<file path="src/rtl/sseg_pkg.sv">
// Shared definitions for the seven-segment scan driver.
//   seg_t       : 7-bit segment vector, bit 6 = a ... bit 0 = g, active-low
//   SEG_BLANK   : all segments dark
//   SEG_TAB     : hex nibble -> segment pattern table (index 0 at LSB end)
//   seg_of()    : table lookup helper
package sseg_pkg;

  typedef logic [6:0] seg_t;

  localparam seg_t SEG_BLANK = 7'b1111111;

  // Packed so that SEG_TAB[v] is the pattern for nibble v.
  localparam logic [15:0][6:0] SEG_TAB = {
    7'b0111000,  // F
    7'b0110000,  // E
    7'b1000010,  // d
    7'b0110001,  // c
    7'b1100000,  // b
    7'b0001000,  // A
    7'b0000100,  // 9
    7'b0000000,  // 8
    7'b0001111,  // 7
    7'b0100000,  // 6
    7'b0100100,  // 5
    7'b1001100,  // 4
    7'b0000110,  // 3
    7'b0010010,  // 2
    7'b1001111,  // 1
    7'b0000001   // 0
  };

  function automatic seg_t seg_of(input logic [3:0] v);
    return SEG_TAB[v];
  endfunction

endpackage

</file>
<file path="src/rtl/sseg_hex_decode.sv">
// Combinational hex nibble to active-low seven-segment decoder.
//   nib : 4-bit hex value
//   seg : segments a..g (MSB = a), active-low
module sseg_hex_decode
  import sseg_pkg::*;
(
  input  logic [3:0] nib,
  output logic [6:0] seg
);

  assign seg = seg_of(nib);

endmodule

</file>
<file path="src/rtl/sseg_scan_driver.sv">
// Multiplexed seven-segment display driver with leading-zero blanking.
//   clk, rst_n : clock, asynchronous active-low reset
//   load       : strobe capturing data / dp / digit_en
//   data       : one hex nibble per digit, digit i at [4i+3:4i]
//   dp         : decimal point per digit, 1 = lit
//   digit_en   : digit enable, 1 = enabled
//   lzb        : leading-zero blanking enable (live, not captured)
//   C          : segments a..g, active-low, registered
//   dp_n       : decimal point, active-low, registered
//   AN         : anodes, active-low, at most one low, registered
module sseg_scan_driver
  import sseg_pkg::*;
#(
  parameter int NUM_DIGITS  = 8,
  parameter int REFRESH_DIV = 100000
) (
  input  logic                    clk,
  input  logic                    rst_n,
  input  logic                    load,
  input  logic [4*NUM_DIGITS-1:0] data,
  input  logic [NUM_DIGITS-1:0]   dp,
  input  logic [NUM_DIGITS-1:0]   digit_en,
  input  logic                    lzb,
  output logic [6:0]              C,
  output logic                    dp_n,
  output logic [NUM_DIGITS-1:0]   AN
);

  localparam int CW = $clog2(REFRESH_DIV);
  localparam int IW = (NUM_DIGITS > 1) ? $clog2(NUM_DIGITS) : 1;

  logic [CW-1:0]                cnt;
  logic [IW-1:0]                idx;
  logic                         tc;
  logic [NUM_DIGITS-1:0][3:0]   data_q;
  logic [NUM_DIGITS-1:0]        dp_q;
  logic [NUM_DIGITS-1:0]        en_q;
  logic [NUM_DIGITS-1:0][6:0]   seg_all;
  logic [NUM_DIGITS-1:0]        zero_or_off;
  logic [NUM_DIGITS-1:0]        lz;
  logic                         acc;
  logic                         blank;

  // Holding registers
  always_ff @(posedge clk or negedge rst_n) begin
    if (!rst_n) begin
      data_q <= '0;
      dp_q   <= '0;
      en_q   <= '0;
    end else if (load) begin
      data_q <= data;
      dp_q   <= dp;
      en_q   <= digit_en;
    end
  end

  // Refresh counter and digit index
  assign tc = (cnt == CW'(REFRESH_DIV - 1));

  always_ff @(posedge clk or negedge rst_n) begin
    if (!rst_n) begin
      cnt <= '0;
      idx <= '0;
    end else begin
      cnt <= tc ? '0 : cnt + CW'(1);
      if (tc) idx <= (idx == IW'(NUM_DIGITS - 1)) ? '0 : idx + IW'(1);
    end
  end

  // Per-digit decode
  genvar g;
  generate
    for (g = 0; g < NUM_DIGITS; g++) begin : g_dig
      sseg_hex_decode u_dec (
        .nib (data_q[g]),
        .seg (seg_all[g])
      );
      assign zero_or_off[g] = (data_q[g] == 4'h0) | ~en_q[g];
    end
  endgenerate

  // lz[i] = this digit and every higher one are zero or disabled. A disabled
  // nonzero digit also sets it, but that digit is blanked regardless.
  always_comb begin
    acc = 1'b1;
    lz  = '0;
    for (int i = NUM_DIGITS - 1; i >= 0; i--) begin
      acc   = acc & zero_or_off[i];
      lz[i] = lzb & acc;
    end
  end

  assign blank = ~en_q[idx] | (lz[idx] & (idx != '0));

  // Output registers
  always_ff @(posedge clk or negedge rst_n) begin
    if (!rst_n) begin
      C    <= SEG_BLANK;
      dp_n <= 1'b1;
      AN   <= '1;
    end else if (blank) begin
      C    <= SEG_BLANK;
      dp_n <= 1'b1;
      AN   <= '1;
    end else begin
      C    <= seg_all[idx];
      dp_n <= ~dp_q[idx];
      AN   <= ~(NUM_DIGITS'(1) << idx);
    end
  end

endmodule
</file>
<file path="config.mk">
export PLATFORM = sky130hd
export DESIGN_NAME = sseg_scan_driver
export DESIGN_NICKNAME = d
export VERILOG_FILES = /design/src/rtl/sseg_pkg.sv /design/src/rtl/sseg_hex_decode.sv /design/src/rtl/sseg_scan_driver.sv
export SDC_FILE = /design/constraint.sdc
export NUM_CORES = 1
export LEC_CHECK = 0
export ABC_AREA = 1
export CORE_UTILIZATION = 55
export DETAILED_ROUTE_END_ITERATION = 8
export GPL_ROUTABILITY_DRIVEN = 0
export PLACE_DENSITY = 0.77
export SYNTH_ARGS = -nofsm -noshare
export SYNTH_HDL_FRONTEND = slang
export SYNTH_HIERARCHICAL = 1
export SYNTH_SLANG_ARGS = --single-unit
</file>
<file path="constraint.sdc">
create_clock -name clk -period 4.4 [get_ports clk]
set_input_delay 0.66 -clock clk [delete_from_list [all_inputs] [get_ports clk]]
set_output_delay 0.66 -clock clk [all_outputs]
set_load 0.01 [all_outputs]
</file>
# After elaboration in Yosys (flattened, before gate mapping)
# Memory sizes are Yosys's and may differ from the RTL's.
# Cells that the tools add are included.
# totals
ff_bits	84
latch_bits	0
ramBits	0
rom_bits	896
input_bits	52
word_cells	103
n_memories	8
# op_classes
n_addsub	2
mul	0
n_div	0
n_lt_le_gt_ge	9
n_eq_ne	2
n_shift	1
mux	21
bitwise_logic	36
reduce_logical	9
# mem_list
memory	words	width	rd	rd_clocked_by_memory_dff	write_ports	line_no	text
(name not given)	16	7	1	0	0	sseg_pkg.sv:33	return SEG_TAB[v];
(name not given)	16	7	1	0	0	sseg_pkg.sv:33	
(name not given)	16	7	1	0	0	sseg_pkg.sv:33	
(name not given)	16	7	1	0	0	sseg_pkg.sv:33	
(name not given)	16	7	1	0	0	sseg_pkg.sv:33	
(name not given)	16	7	1	0	0	sseg_pkg.sv:33	
2 more memories	--	--	--	--	--	--	
# ops
op	count
$mux 7	10
$lt 4x5->1 const B	8
$logic_not 4->1	8
$bmux 7 s3	1
$add 17x1->17 const B	1
$eq 17x17->1 const B	1
$mux 17	1
$and 1x1->1	16
$not 1->1	10
$bmux 1 s3	3
$or 1x1->1	9
$mux 8	1
$not 8->8	1
$shl 1x3->8 const A	1
$lt 3x4->1 const B	1
$mux 1	4
$add 3x1->3 const B	1
$eq 3x3->1 const B	1
$mux 3	1
$reduce_bool 3->1	1

# Longest topological paths before layout
# Gate-level depths: netlist (run 1).
# depth
word_depth	15
mapped_depth	12
mapped_depth_nobuf	12

# Cells and area by module
# The synthesis (run 1) kept the hierarchy.
# by_module_without_submodules
module	n_inst	cells_per_inst	area_per_inst_um2	seq_area_each_um2
sseg_scan_driver	1	479	4270.3	2122.0
sseg_hex_decode	8	49	274.0	0.0

# Worst setup path before layout (run 1)
# No wires, ideal clock.
# synth_timing
path_type	flip-flop to flip-flop
start	register idx[1]
end	register AN[0]
setup_time_ps	64
arrival_time_ps	1666
required_time_ps	4336
path_slack_ps	2669
stages_incl_launch_ff	13
synth_period_minus_slack_ps	1731
path_cell_list	dfrtp_1 inv_1 buf_4 buf_4 ha_1 nand2_1 nand2_1 a21oi_1 nand3_1 nor2_2 nand2_2 buf_6 nand3_1
# synth_between
elab_chain_len	5
# synth_rtl
item	line_no	text
start: declaration	sseg_scan_driver.sv:33	logic [IW-1:0] idx;
start signal: assignment	sseg_scan_driver.sv:66	if (tc) idx <= (idx == IW'(NUM_DIGITS - 1)) ? '0 : idx + IW'(1);
$bmux 1 s3	sseg_scan_driver.sv:93	assign blank = ~en_q[idx] | (lz[idx] & (idx != '0));
$mux 1 (implied by the code)	sseg_scan_driver.sv:93	
$and 1x1->1 or $not 1->1 (tied branches)	sseg_scan_driver.sv:93	
$or 1x1->1	sseg_scan_driver.sv:93	
$mux 8 (*)	sseg_scan_driver.sv:101	end else if (blank) begin
end signal: assignment	sseg_scan_driver.sv:108	AN <= ~(NUM_DIGITS'(1) << idx);
end: declaration	sseg_scan_driver.sv:26	output logic [NUM_DIGITS-1:0] AN
# Every way passes the cells marked *; elsewhere a longest branch is shown, timed or not. The select of a mux whose other input is x is not followed.
# A chain may end at the register's enable or synchronous reset.

# Final worst setup path (run 1)
# layout_timing
start	register idx[1]
end	register AN[2]
# The elaborated chain is that of the path after synthesis.

==> results of run 1 <==
==> cell usage in the layout (no fill, tap or decap), drive strengths merged <==
| cell type | n |
|---|---|
| a21boi | 1 |
| a21oi | 11 |
| buf | 4 |
| clkbuf | 9 |
| clkdlybuf4s50 | 65 |
| clkinv | 1 |
| dfrtp | 68 |
| dfstp | 16 |
| ha | 63 |
| inv | 109 |
| mux2 | 35 |
| nand2 | 218 |
| nand3 | 111 |
| nand4 | 7 |
| nor2 | 84 |
| nor3 | 2 |
| nor4 | 1 |
| o211ai | 7 |
| o21ai | 96 |
| o21bai | 1 |
| xnor2 | 3 |
| xor2 | 5 |
==> cells by family after synthesis <==
logic type                 Yosys count
adders and majority gates           63
and+or+nand+nor                    423
muxes                               35
AOI/OAI and AO/OA                  116
buffers and inverters              142
xor gates and xnor gates             8
DFF                                 84
==> worst max-delay path, stage by stage (launching register included) <==
cell and delay (ns):
dfrtp_1 0.80, inv_1 0.48, ha_1 0.34, nand2_1 0.08
nand2_1 0.05, a21oi_1 0.13, nand3_1 0.10, nor2_2 0.10
nand2_2 0.19, nand3_1 0.14
==> registers in the layout, indices dropped and copies added (netlist names) <==
signal,count
AN,8
dp_q,8
dp_n,1
data_q,32
en_q,8
cnt,17
idx,3
C,7
==> stage by stage <==
step | hold slack [ns] | std cells | setup WS (ns)
5_1_grt | 0.493 | 1060 | 1.64
6_report | 0.466 | 1060 | 1.91
2_1_floorplan | 0.364 | 871 | 2.67
4_1_cts | 0.463 | 1060 | 1.92
3_3_place_gp | 0.449 | 1044 | 2.03
3_5_place_dp | 0.454 | 1044 | 1.95
==> metal layers <==
layer | global-route usage [%] | up-vias | routed length [µm]
met1 | 30.8 | 2572 | 6380
met3 | 4.88 | 18 | 525
met2 | 40.9 | 112 | 6590
li1 | - | 2888 | -
met5 | 0 | - | 0
met4 | 8.55 | 0 | 241
==> synth_stat cells (2+ instances only) <==
cell type,number
o21ai_2,8
inv_1,92
nor2_2,4
xnor2_1,3
o21ai_0,79
inv_2,10
nand4_1,7
dfstp_2,16
o211ai_1,7
buf_2,17
dfrtp_1,68
o21ai_1,9
ha_1,63
buf_4,4
xor2_1,5
mux2_2,35
nor3_1,2
nor2_1,80
buf_6,15
nand2_1,215
nand2_2,3
clkbuf_1,3
a21oi_1,11
nand3_1,110
==> report_power, final <==
group / internal [mW] / switching, mW / total [mW]
combinational: 0.216 / 0.267 / 0.483
sequential: 0.832 / 0.0908 / 0.923
clock: 0.397 / 0.353 / 0.750
total: 1.44 / 0.710 / 2.15
==> path summary, 6_finish.rpt <==
kind	start	depth (start not counted)	to
setup / recovery	idx[1]$_DFFE_PN0N_	9	AN[2]$_DFF_PN1_
hold reg to reg	cnt[0]$_DFF_PN0_	1	cnt[0]$_DFF_PN0_
hold / removal	rst_n	1	cnt[3]$_DFF_PN0_
max in group asynchronous	rst_n	1	data_q[13]$_DFFE_PN0P_
setup reg to reg	idx[1]$_DFFE_PN0N_	9	AN[2]$_DFF_PN1_
min in group clk	cnt[0]$_DFF_PN0_	1	cnt[0]$_DFF_PN0_
==> area by class of cell <==
cell class / count / share of cell area (%)
Clock buffer: 9 / 3.08
Clock inverter: 7 / 0.839
Inverter: 103 / 5.31
Multi-Input combinational cell: 645 / 50.0
Sequential cell: 84 / 29.0
Tap cell: 143 / 2.45
Timing Repair Buffer: 69 / 9.28
==> run_results.csv, run 1 <==
group,metric,value,unit
outcome,status,"complete, no violations",
sta,fin_crit,2.49,ns
final_layout,multi_input_area,3660,µm²
clock_tree,cts_tree,"built",
placement,postPlaceCellArea,7020,µm²
sta,max-slew-margin-rel,31.3,%
critical_path,critPathLaunchType,"flop",
floorplanning,start_util,56.6,%
detailed_routing,wire_per_inst,13.0,µm
yosys,synthAdderAreaFrac,12.2,%
clock_tree,ctsHtreeMaxLevel,3,
yosys,synth_ff_type,"dfrtp_1",
floorplanning,dieArea,12200,µm²
detailed_routing,drt-total-wl,13700,µm
detailed_routing,dr.pass1.iters,5,
critical_path,reg2reg_slack,1.91,ns
power,p_leak,3.66,nW
yosys,ys_ff_latch,84,
final_layout,final_area,7310,µm²
sta,fin_crit_sh,56.7,%
sta,timing.setup.tns,0,ns
yosys,yosysTopAreaCell,"dfrtp_1",
yosys,synth_async_sr_flop_share,100,%
yosys,yosys.area_share.simple,27.4,%
clock_tree,cts_buffers,9,
sta,fmax,401,MHz
yosys,synth_xor_area_share,1.08,%
detailed_routing,antenna_left,0,
critical_path,crit_required,4.69,ns
floorplanning,num_rows,39,
clock_tree,hold_buffers,0,
final_layout,n_antenna_cell,0,
clock_tree,ctsResizeCount,0,
grt,overflow,0,
grt,grt_pass1_vias,4915,
yosys,seq_area_frac_synth,32.8,%
clock_tree,path_clk_slew,0.07,ns
critical_path,critPathMaxFanout,24,
floorplanning,die_height,110,µm
floorplanning,coreArea,11400,µm²
detailed_routing,viasPerCell,5.27,
placement,port_buffers,67,
final_layout,fin_util,64.0,%
detailed_routing,drc,0,
power,p_per_area,295,nW/µm²
yosys,synth_top_area_share,26.3,%
grt,grt_max_degree,85,
final_layout,final_nets,1027,
yosys,syn_inst,871,
yosys,yosys-top-cells-area,"dfrtp_1 (26%), nand2_1 (12%), ha_1 (12%), nand3_1 (8.5%), dfstp_2 (6.5%)",
placement,hpwl,10100,µm
grt,antenna_found_initial,0,
flow_run,drv_cap,0,
critical_path,critPathKind,"flop to flop",
detailed_routing,vias,5590,
yosys,synth.cell_area,6460,µm²
clock_tree,cts_sinks,84,
sta,drv_slew,0,
sta,skew,0.00789,ns
sta,hold_viol,0,
final_layout,fillers,1047,
yosys,syn-num-nets,986,
yosys,synth-compound-area-share,9.80,%
yosys,synth_edf_count,0,
sta,worst_slew_pin_slew,1.03,ns
clock_tree,root_buffer,"clkbuf_16",
grt,grt_pass1_wl,22600,µm
final_layout,area.sequential,2120,µm²
yosys,avgSynthCellArea,7.42,µm²
yosys,synth_top_family_by_area,"simple AND/OR/NAND/NOR gates",
clock_tree,cts_buffer_depth,2,
final_layout,drive_gt1_share,10.7,%
yosys,synth_warnings,6,
sta,setup_viol,0,
floorplanning,die_x,110,µm
power,vdd_drop_max,0.000218,V
critical_path,endpoint_kind,"flop",
critical_path,crit_arrival,2.79,ns
power,p_total,2.15,mW
sta,rsz0062_at_grt,"false",
detailed_routing,first_iter_violations,384,
grt,track_usage,24.2,%
final_layout,syn2layout_area_growth,13.1,%
clock_tree,postCtsSetupBuffers,0,
yosys,synthDistinctLibCells,29,
min_path,min_path_type,"input port to async pin",
yosys,synth_mux_area_share,6.10,%
clock_tree,clock_latency,0.36,ns
floorplanning,io-pin-count,68,
Note: power is estimated with default switching activity, not from simulation.
==> inputs of run 2 (changes only) <==
--- a/config.mk
+++ b/config.mk
@@ -6,7 +6,7 @@
 export NUM_CORES = 1
 export LEC_CHECK = 0
 export ABC_AREA = 1
-export CORE_UTILIZATION = 55
+export CORE_UTILIZATION = 53
 export DETAILED_ROUTE_END_ITERATION = 8
 export GPL_ROUTABILITY_DRIVEN = 0
 export PLACE_DENSITY = 0.77
==> constraint.sdc (replaced) <==
create_clock -name clk -period 2.1 [get_ports clk]
set_input_delay 0.315 -clock clk [delete_from_list [all_inputs] [get_ports clk]]
set_output_delay 0.315 -clock clk [all_outputs]
set_load 0.01 [all_outputs]
==> run_results.csv, run 2 (synthesized netlist as in run 1, its figures left out) <==
group,metric,value,unit
critical_path,critPathMaxFanout,7,
clock_tree,cts_buffers,9,
grt,grt_pass1_wl,25000,µm
clock_tree,cts_tree,"built",
final_layout,top_register,"data_q",
critical_path,critPathLaunchType,"flop",
final_layout,drive_gt1_share,11.8,%
final_layout,final_cell_mix,"nand2_1 (215), nand3_1 (110), inv_1 (92), nor2_1 (80), o21ai_0 (78)",
final_layout,n_antenna_cell,0,
critical_path,slowest_delay,0.46,ns
sta,drv_slew,0,
detailed_routing,vias,5662,
clock_tree,cts_buffer_depth,2,
critical_path,worst_path_max_delay_cell,"dfrtp_1",
final_layout,final_area,7480,µm²
clock_tree,cts_sinks,84,
outcome,status,"complete, no violations",
critical_path,endpoint_kind,"flop",
grt,track_usage,24.9,%
floorplanning,dieArea,12600,µm²
detailed_routing,viasPerCell,5.29,
final_layout,largest_reg_flops,32,
floorplanning,coreArea,11700,µm²
sta,fin_crit_sh,87.4,%
sta,fmax,545,MHz
floorplanning,io-pin-count,68,
final_layout,syn2layout_area_growth,15.7,%
critical_path,path_cells,"inv_1 -> ha_1 -> nand3_1 -> nand2_1 -> nor2_1 -> nor2_1 -> o21ai_0 -> o211ai_1 -> o21ai_0 -> nand3_1",
clock_tree,root_buffer,"clkbuf_16",
min_path,min_path_type,"input port to async pin",
power,p_leak,3.74,nW
final_layout,fin_cells,1070,
power,p_total,4.85,mW
floorplanning,start_util,55.4,%
sta,skew,0.00798,ns
critical_path,crit_arrival,2.10,ns
detailed_routing,drc,0,
sta,hold_viol,0,
detailed_routing,antenna_left,0,
clock_tree,ctsHtreeMaxLevel,3,
final_layout,final_nets,1037,
critical_path,critPathKind,"flop to flop",
placement,hpwl,10800,µm
floorplanning,die_x,112,µm
detailed_routing,wire_per_inst,13.6,µm
sta,fin_crit,1.84,ns
final_layout,layout_commonest_cell,"nand2_1",
sta,rsz0062_at_grt,"false",
grt,antenna_found_initial,0,
placement,port_buffers,67,
sta,max-slew-margin-rel,69.4,%
placement,dp_cells,1053,
final_layout,top_regs,"data_q: 32 flops, cnt: 17 flops",
placement,postPlaceCellArea,7120,µm²
sta,setup_viol,0,
detailed_routing,dr.pass1.iters,5,
grt,grt_pass1_vias,5305,
power,vdd_drop_max,0.000579,V
grt,overflow,0,
clock_tree,path_clk_slew,0.07,ns
critical_path,reg2reg_from,"data_q[8]$_DFFE_PN0P_",
detailed_routing,first_iter_violations,287,
critical_path,crit_start,"data_q[8]$_DFFE_PN0P_",
floorplanning,die_height,112,µm
clock_tree,clock_latency,0.35,ns
detailed_routing,drt-total-wl,14600,µm
clock_tree,postCtsSetupBuffers,0,
sta,timing.setup.tns,0,ns
power,p_per_area,649,nW/µm²
final_layout,fillers,1049,
sta,worst_slew_pin_slew,0.459,ns
floorplanning,num_rows,39,
grt,grt_max_degree,45,
critical_path,crit_required,2.36,ns
flow_run,drv_cap,0,
==> run 2: changes by cell type in the layout (fill, tap and decap cells not counted), sizes merged <==
| cell | before | now |
|---|---|---|
| bufinv | 0 | 3 |
| buf | 4 | 13 |
| inv | 109 | 105 |
| dlygate4sd3 | 0 | 1 |
| clkinv | 1 | 2 |
==> run 2: path summary, 6_finish.rpt <==
path	end	slack (ns)	cells after the start
worst max-delay path	C[5]$_DFF_PN1_	0.26	10
max in group asynchronous	AN[4]$_DFF_PN1_	1.10	3
min in group clk	dp_q[1]$_DFFE_PN0P_	0.39	3
worst min register to register	cnt[0]$_DFF_PN0_	0.49	1
worst max register to register	C[5]$_DFF_PN1_	0.26	10
worst min-delay path	cnt[6]$_DFF_PN0_	0.36	2
==> run 2: power breakdown <==
group / total [mW] / leakage, nW / internal [mW] / switching (mW)
clock: 1.88 / 0.171 / 1.17 / 0.708
combinational: 1.04 / 2.57 / 0.467 / 0.573
sequential: 1.93 / 0.999 / 1.74 / 0.189
==> run 2: critical path: cells and delay by family (launching register included) <==
family / cells / cell delay, ns
buf+inv: 1 / 0.16
fa+ha+maj: 1 / 0.34
flops: 1 / 0.46
compound gates: 3 / 0.36
simple gates: 5 / 0.42
==> run 2: per-layer routing <==
metal / vias up / global-route usage, % / part of all wire [%]
li1: 2899 / - / -
met1: 2596 / 31.8 / 46
met2: 135 / 40.5 / 47
met3: 32 / 5.83 / 4.3
met4: 0 / 10.6 / 2.7
met5: - / 0 / 0
==> run 2: cell type report <==
type,count,area (µm²),area share (%)
clock buffer,9,225,3.01
tap,143,179,2.39
clock inverter,7,121,1.62
multi-input combinational,645,3660,48.9
sequential,84,2120,28.4
timing repair buffer,79,781,10.4
inverter,103,388,5.19
==> run 2: metrics by stage <==
stage | setup slack, ns | utilization [%] | hold WS, ns
6_report | 0.265 | 64.1 | 0.360
3_3_place_gp | 0.229 | 61.0 | 0.187
3_5_place_dp | 0.158 | 61.0 | 0.190
4_1_cts | 0.128 | 64.1 | 0.354
5_1_grt | 0.0515 | 64.1 | 0.371
2_1_floorplan | 0.369 | - | 0.0194
==> run 2: timing repair <==
action / in CTS / in global routing
endpoints found under the hold margin: 10 / 0
setup endpoints to repair: 0 / 1
resized for setup: 0 / 3
hold buffers: 1 / 0
